**src/rtl/alu_op_sequencer.sv**
```systemverilog
// alu_op_sequencer: multi-pass ADD/NOT/SUB/NEG sequencer for a registered 32-bit add/NOT ALU
//   clk, rst_n                          clock, async active-low reset
//   cmd_valid/cmd_ready/cmd_op/cmd_a/b  command handshake (00 ADD, 01 NOT, 10 SUB, 11 NEG)
//   rsp_valid/rsp_ready/rsp_data/carry  result handshake
//   busy                                command in flight
//   alu_a/alu_b/alu_select              datapath operands and mux select (1 = NOT A)
//   alu_result/alu_cout                 datapath registered result and adder carry-out
module alu_op_sequencer (
  input  logic        clk,
  input  logic        rst_n,
  input  logic        cmd_valid,
  output logic        cmd_ready,
  input  logic [1:0]  cmd_op,
  input  logic [31:0] cmd_a,
  input  logic [31:0] cmd_b,
  output logic        rsp_valid,
  input  logic        rsp_ready,
  output logic [31:0] rsp_data,
  output logic        rsp_carry,
  output logic        busy,
  output logic [31:0] alu_a,
  output logic [31:0] alu_b,
  output logic        alu_select,
  input  logic [31:0] alu_result,
  input  logic        alu_cout
);
  typedef enum logic [1:0] {IDLE, EXEC, CAPT, RESP} state_t;
  localparam logic [1:0] OP_ADD = 2'b00, OP_NOT = 2'b01, OP_SUB = 2'b10, OP_NEG = 2'b11;
  state_t state, state_nx;
  logic [1:0] op, pass;
  logic [31:0] a_q, b_q, temp;
  logic carry, last, drive, sel_raw;
  logic [31:0] a_raw, b_raw;
  assign last = pass == (op == OP_SUB ? 2'd2 : op == OP_NEG ? 2'd1 : 2'd0);
  assign drive = state == EXEC || state == CAPT;
  // Pass 0 of SUB/NEG inverts; later passes add the running temp to A or to 1.
  assign sel_raw = op == OP_NOT || (pass == 2'd0 && (op == OP_SUB || op == OP_NEG));
  assign a_raw = (op == OP_SUB && pass == 2'd0) ? b_q : (pass != 2'd0) ? temp : a_q;
  assign b_raw = (op == OP_ADD) ? b_q : (op == OP_SUB && pass == 2'd1) ? a_q :
                 (pass != 2'd0) ? 32'd1 : 32'd0;
  // Operands are held through CAPT so alu_cout still reflects the pass being captured.
  assign alu_a = drive ? a_raw : 32'd0;
  assign alu_b = drive ? b_raw : 32'd0;
  assign alu_select = drive & sel_raw;
  assign cmd_ready = rst_n && state == IDLE;
  assign rsp_valid = state == RESP;
  assign rsp_data = rsp_valid ? temp : 32'd0;
  assign rsp_carry = rsp_valid & carry;
  assign busy = state != IDLE;
  always_ff @(posedge clk or negedge rst_n)
    if (!rst_n) state <= IDLE;
    else state <= state_nx;
  always_comb begin
    state_nx = state;
    case (state)
      IDLE: state_nx = cmd_valid ? EXEC : IDLE;
      EXEC: state_nx = CAPT;
      CAPT: state_nx = last ? RESP : EXEC;
      RESP: state_nx = rsp_ready ? IDLE : RESP;
      default: state_nx = IDLE;
    endcase
  end
  always_ff @(posedge clk or negedge rst_n)
    if (!rst_n) begin
      op <= 2'd0;
      a_q <= 32'd0;
      b_q <= 32'd0;
      pass <= 2'd0;
      temp <= 32'd0;
      carry <= 1'b0;
    end else if (state == IDLE && cmd_valid) begin
      op <= cmd_op;
      a_q <= cmd_a;
      b_q <= cmd_b;
      pass <= 2'd0;
      temp <= 32'd0;
      carry <= 1'b0;
    end else if (state == CAPT) begin
      temp <= alu_result;
      carry <= carry | (~alu_select & alu_cout);
      pass <= last ? pass : pass + 2'd1;
    end
endmodule

```
**config.mk**
```make
export PLATFORM = sky130hd
export DESIGN_NAME = alu_op_sequencer
export DESIGN_NICKNAME = d
export VERILOG_FILES = /design/src/rtl/alu_op_sequencer.sv
export SDC_FILE = /design/constraint.sdc
export NUM_CORES = 1
export LEC_CHECK = 0
export CORE_MARGIN = 1
export CORE_UTILIZATION = 45
export DETAILED_ROUTE_END_ITERATION = 10
export PLACE_DENSITY = 0.8
export SETUP_SLACK_MARGIN = 0.1
export SLEW_MARGIN = 20
export SYNTH_ARGS = -nofsm -noshare
export SYNTH_HDL_FRONTEND = slang
export SYNTH_SLANG_ARGS = --single-unit
```
**constraint.sdc**
```tcl
create_clock -name clk -period 5.2 [get_ports clk]
set_clock_uncertainty 0.2 [all_clocks]
set_input_delay 0.78 -clock clk [delete_from_list [all_inputs] [get_ports clk]]
set_output_delay 0.78 -clock clk [all_outputs]
set_load 0.1 [all_outputs]
```
==> results by group <==
STA
  • Final Cycle Share: 0.7694
  • RSZ-0062 raised after global routing: no
  • Setup Viol. Count Final: 0
  • Fmax achieved: around 0.25 GHz
  • Slew Limit Fails: 0
  • Worst-margin pin slew: ~1100 ps
  • Max-slew headroom: 0.2909
  • Final setup TNS: 0 ps
  • Minimum clock period: 4001 ps
  • Final Hold Fails: 0

Placed design
  • Global placer's final weighted congestion: 0.8891
  • Port buffer count: 203
  • Dpl cells: between 900 and 1000
  • DP Wirelength: approximately 12000 µm

Yosys
  • Register area share after synthesis: 0.4466
  • Yosys warnings: 0
  • Cell Area, Synth: slightly below 6000 µm²
  • Syn_area_per_cell: 8.825 µm²
  • Syn_nets: 763
  • Cells after Synth: approximately 650
  • Post-synth EDFFs: 0
  • Flops & latches, synth: approximately 100
  • Fraction of registers with async set/reset: 1.000
  • Synth Flop Type: dfrtp_1
  • Netlist cell types: 30

Clocking
  • Worst-Skew Late Latency: around 330 ps
  • CTS Root Buffer Type: clkbuf_16
  • CTS clk-pin slew, worst paths: ~70 ps
  • CTS H-Tree Depth: 3
  • Clk buf depth: 2
  • CTS tree: yes
  • Post-CTS resize count: 0
  • Inserted Clock Buffers: 9
  • Setup Buffers After CTS: 0
  • Clock Sinks: between 100 and 150
  • Cts hold-fix bufs: 0

GRT
  • Met2 usage in global routing: 0.4289
  • GR Overflow Total: 0
  • Initial antenna violation count: 0
  • Vias in the first global route: between 5000 and 6000
  • Met1 Usage GRT: 0.3341
  • GRT Overall Usage: 0.2552
  • GR Layer Usage met3: 0.04059
  • Largest net degree at the start of global routing: 101
  • GR peak layer: met2
  • First-pass GRT wire length: approximately 26000 µm

Finish
  • NumNets Final: roughly 930
  • Area growth, synth to finish: 37.52%
  • Layout cells sized above 1: 0.1171
  • Final Non-Filler Cells: 1000
  • Antenna diodes: 0

Status
  • Status: finished clean

Routing
  • Vias/cell: about 5.3
  • Via count: around 5300
  • DRT iter0 DRCs: ~330
  • Final ANT Viol Nets: 0
  • DRC: 0
  • TritonRoute pass-1 iters: 5
  • Wire per inst: 16.86 µm
  • Final Routed Wirelength: 16860 µm

Floorplanning
  • Cell row count: 41
  • # IOs: just over 200
  • Die H: around 120 µm
  • Horiz. Die Dim: ~120 µm
  • Die area: around 13000 µm²
  • Initial Util: 0.4592
  • Core Footprint: 12570 µm²

Job
  • MaxCap Viol Count: 0

Setup path
  • CP Max Fanout: 19
  • Worst Path Required: 4220 ps
  • Crit path DAT: roughly 3000 ps
  • CP Launch Type: register
  • Crit path capture type: output pin
  • WS Path Type: reg -> out

Worst hold path
  • Hold WC Path Type: in -> async
-- layout make-up --
cell class	count	area, µm²
inverter	7	26.28
timing repair buffer	211	1929
fill	1067	4631
clock buffer	14	284.0
clock inverter	2	12.51
sequential	103	2577
tap	172	215.2
multi-input combinational	491	2893
-- metrics by stage --
step | utilization | setup slack, ps | area, µm² | hold slack, ps
floorplan | - | 1663 | 5772 | 241.8
global placement | 0.6070 | 1571 | 7629 | 268.5
detailed placement | 0.6070 | 1427 | 7629 | 276.2
CTS | 0.6306 | 1056 | 7925 | 273.9
global route | 0.6316 | 1057 | 7938 | 306.5
finish | 0.6316 | 1199 | 7938 | 264.5
-- cell usage in the layout, fill, tap and decap left out, types with 2 or more instances in the layout --
master           netlist  final
nand2_1              232    231
clkdlybuf4s50_1        0    138
dfrtp_1              103    103
buf_4                  8     73
mux2i_1               66     66
and2_1                35     34
nor2b_1               33     33
nor2_1                34     33
o211a_1               32     32
a22oi_1               31     31
clkbuf_16              0      9
inv_1                  7      7
clkbuf_8               0      4
nand3_1                3      3
o21ai_0                3      3
ha_2                   0      3
a21oi_1                2      2
nand3b_1               2      2
ha_1                   6      2
-- cells by family (layout without fill, tap and decap cells) --
kind of cell               after synthesis  after routing  synth area share
buffers and inverters                   60            234           0.05701
AOI/OAI and AO/OA                       74             74            0.1093
adders and majority gates                6              6           0.01301
muxes                                   66             66            0.1145
and+or+nand+nor                        345            345            0.2597
DFF                                    103            103            0.4466
-- flip-flops by register name (all words and copies together), names as in the netlist --
name   cells
state      2
a_q       32
temp      32
carry      1
op         2
pass       2
b_q       32
-- cell usage after synthesis, drive strengths merged, types with 2 or more instances --
master | instances | area (µm²)
nand3 | 3 | 15.01
nor2 | 34 | 127.6
clkbuf | 16 | 60.06
nor2b | 33 | 206.5
and2 | 35 | 219.0
ha | 6 | 75.07
dfrtp | 103 | 2577
o21ai | 3 | 15.01
mux2i | 66 | 660.6
a21oi | 2 | 10.01
o211a | 32 | 320.3
a22oi | 31 | 232.7
nand2 | 232 | 870.8
buf | 37 | 242.7
inv | 7 | 26.28
nand3b | 2 | 15.01
-- critical path: stages, from the launching register on --
cell,delay (ps)
dfrtp_1,430
inv_1,130
ha_2,600
mux2i_1,200
nor2b_1,180
clkdlybuf4s50_1,1150
-- routing by layer --
metal	routed length, µm	share of wire
met4	312	0.019
met2	8106	0.48
met3	996	0.059
met5	0	0
met1	7440	0.44
-- path summary, 6_finish.rpt --
check                           cells after the start  slack [ps]           startpoint                   to
min in group clk                                    2         290    carry$_DFFE_PN0P_    carry$_DFFE_PN0P_
worst min register to register                      2         290    carry$_DFFE_PN0P_    carry$_DFFE_PN0P_
max in group asynchronous                           2        3390                rst_n  b_q[16]$_DFFE_PN0P_
worst max-delay path                                5        1200  pass[0]$_DFFE_PN0P_           alu_select
worst min-delay path                                1         260                rst_n  b_q[31]$_DFFE_PN0P_
worst max register to register                      5        2810   state[0]$_DFF_PN0_  pass[0]$_DFFE_PN0P_
Power is not shown: default switching activity piles up to over one toggle a cycle in this logic, so the estimate is an artifact.
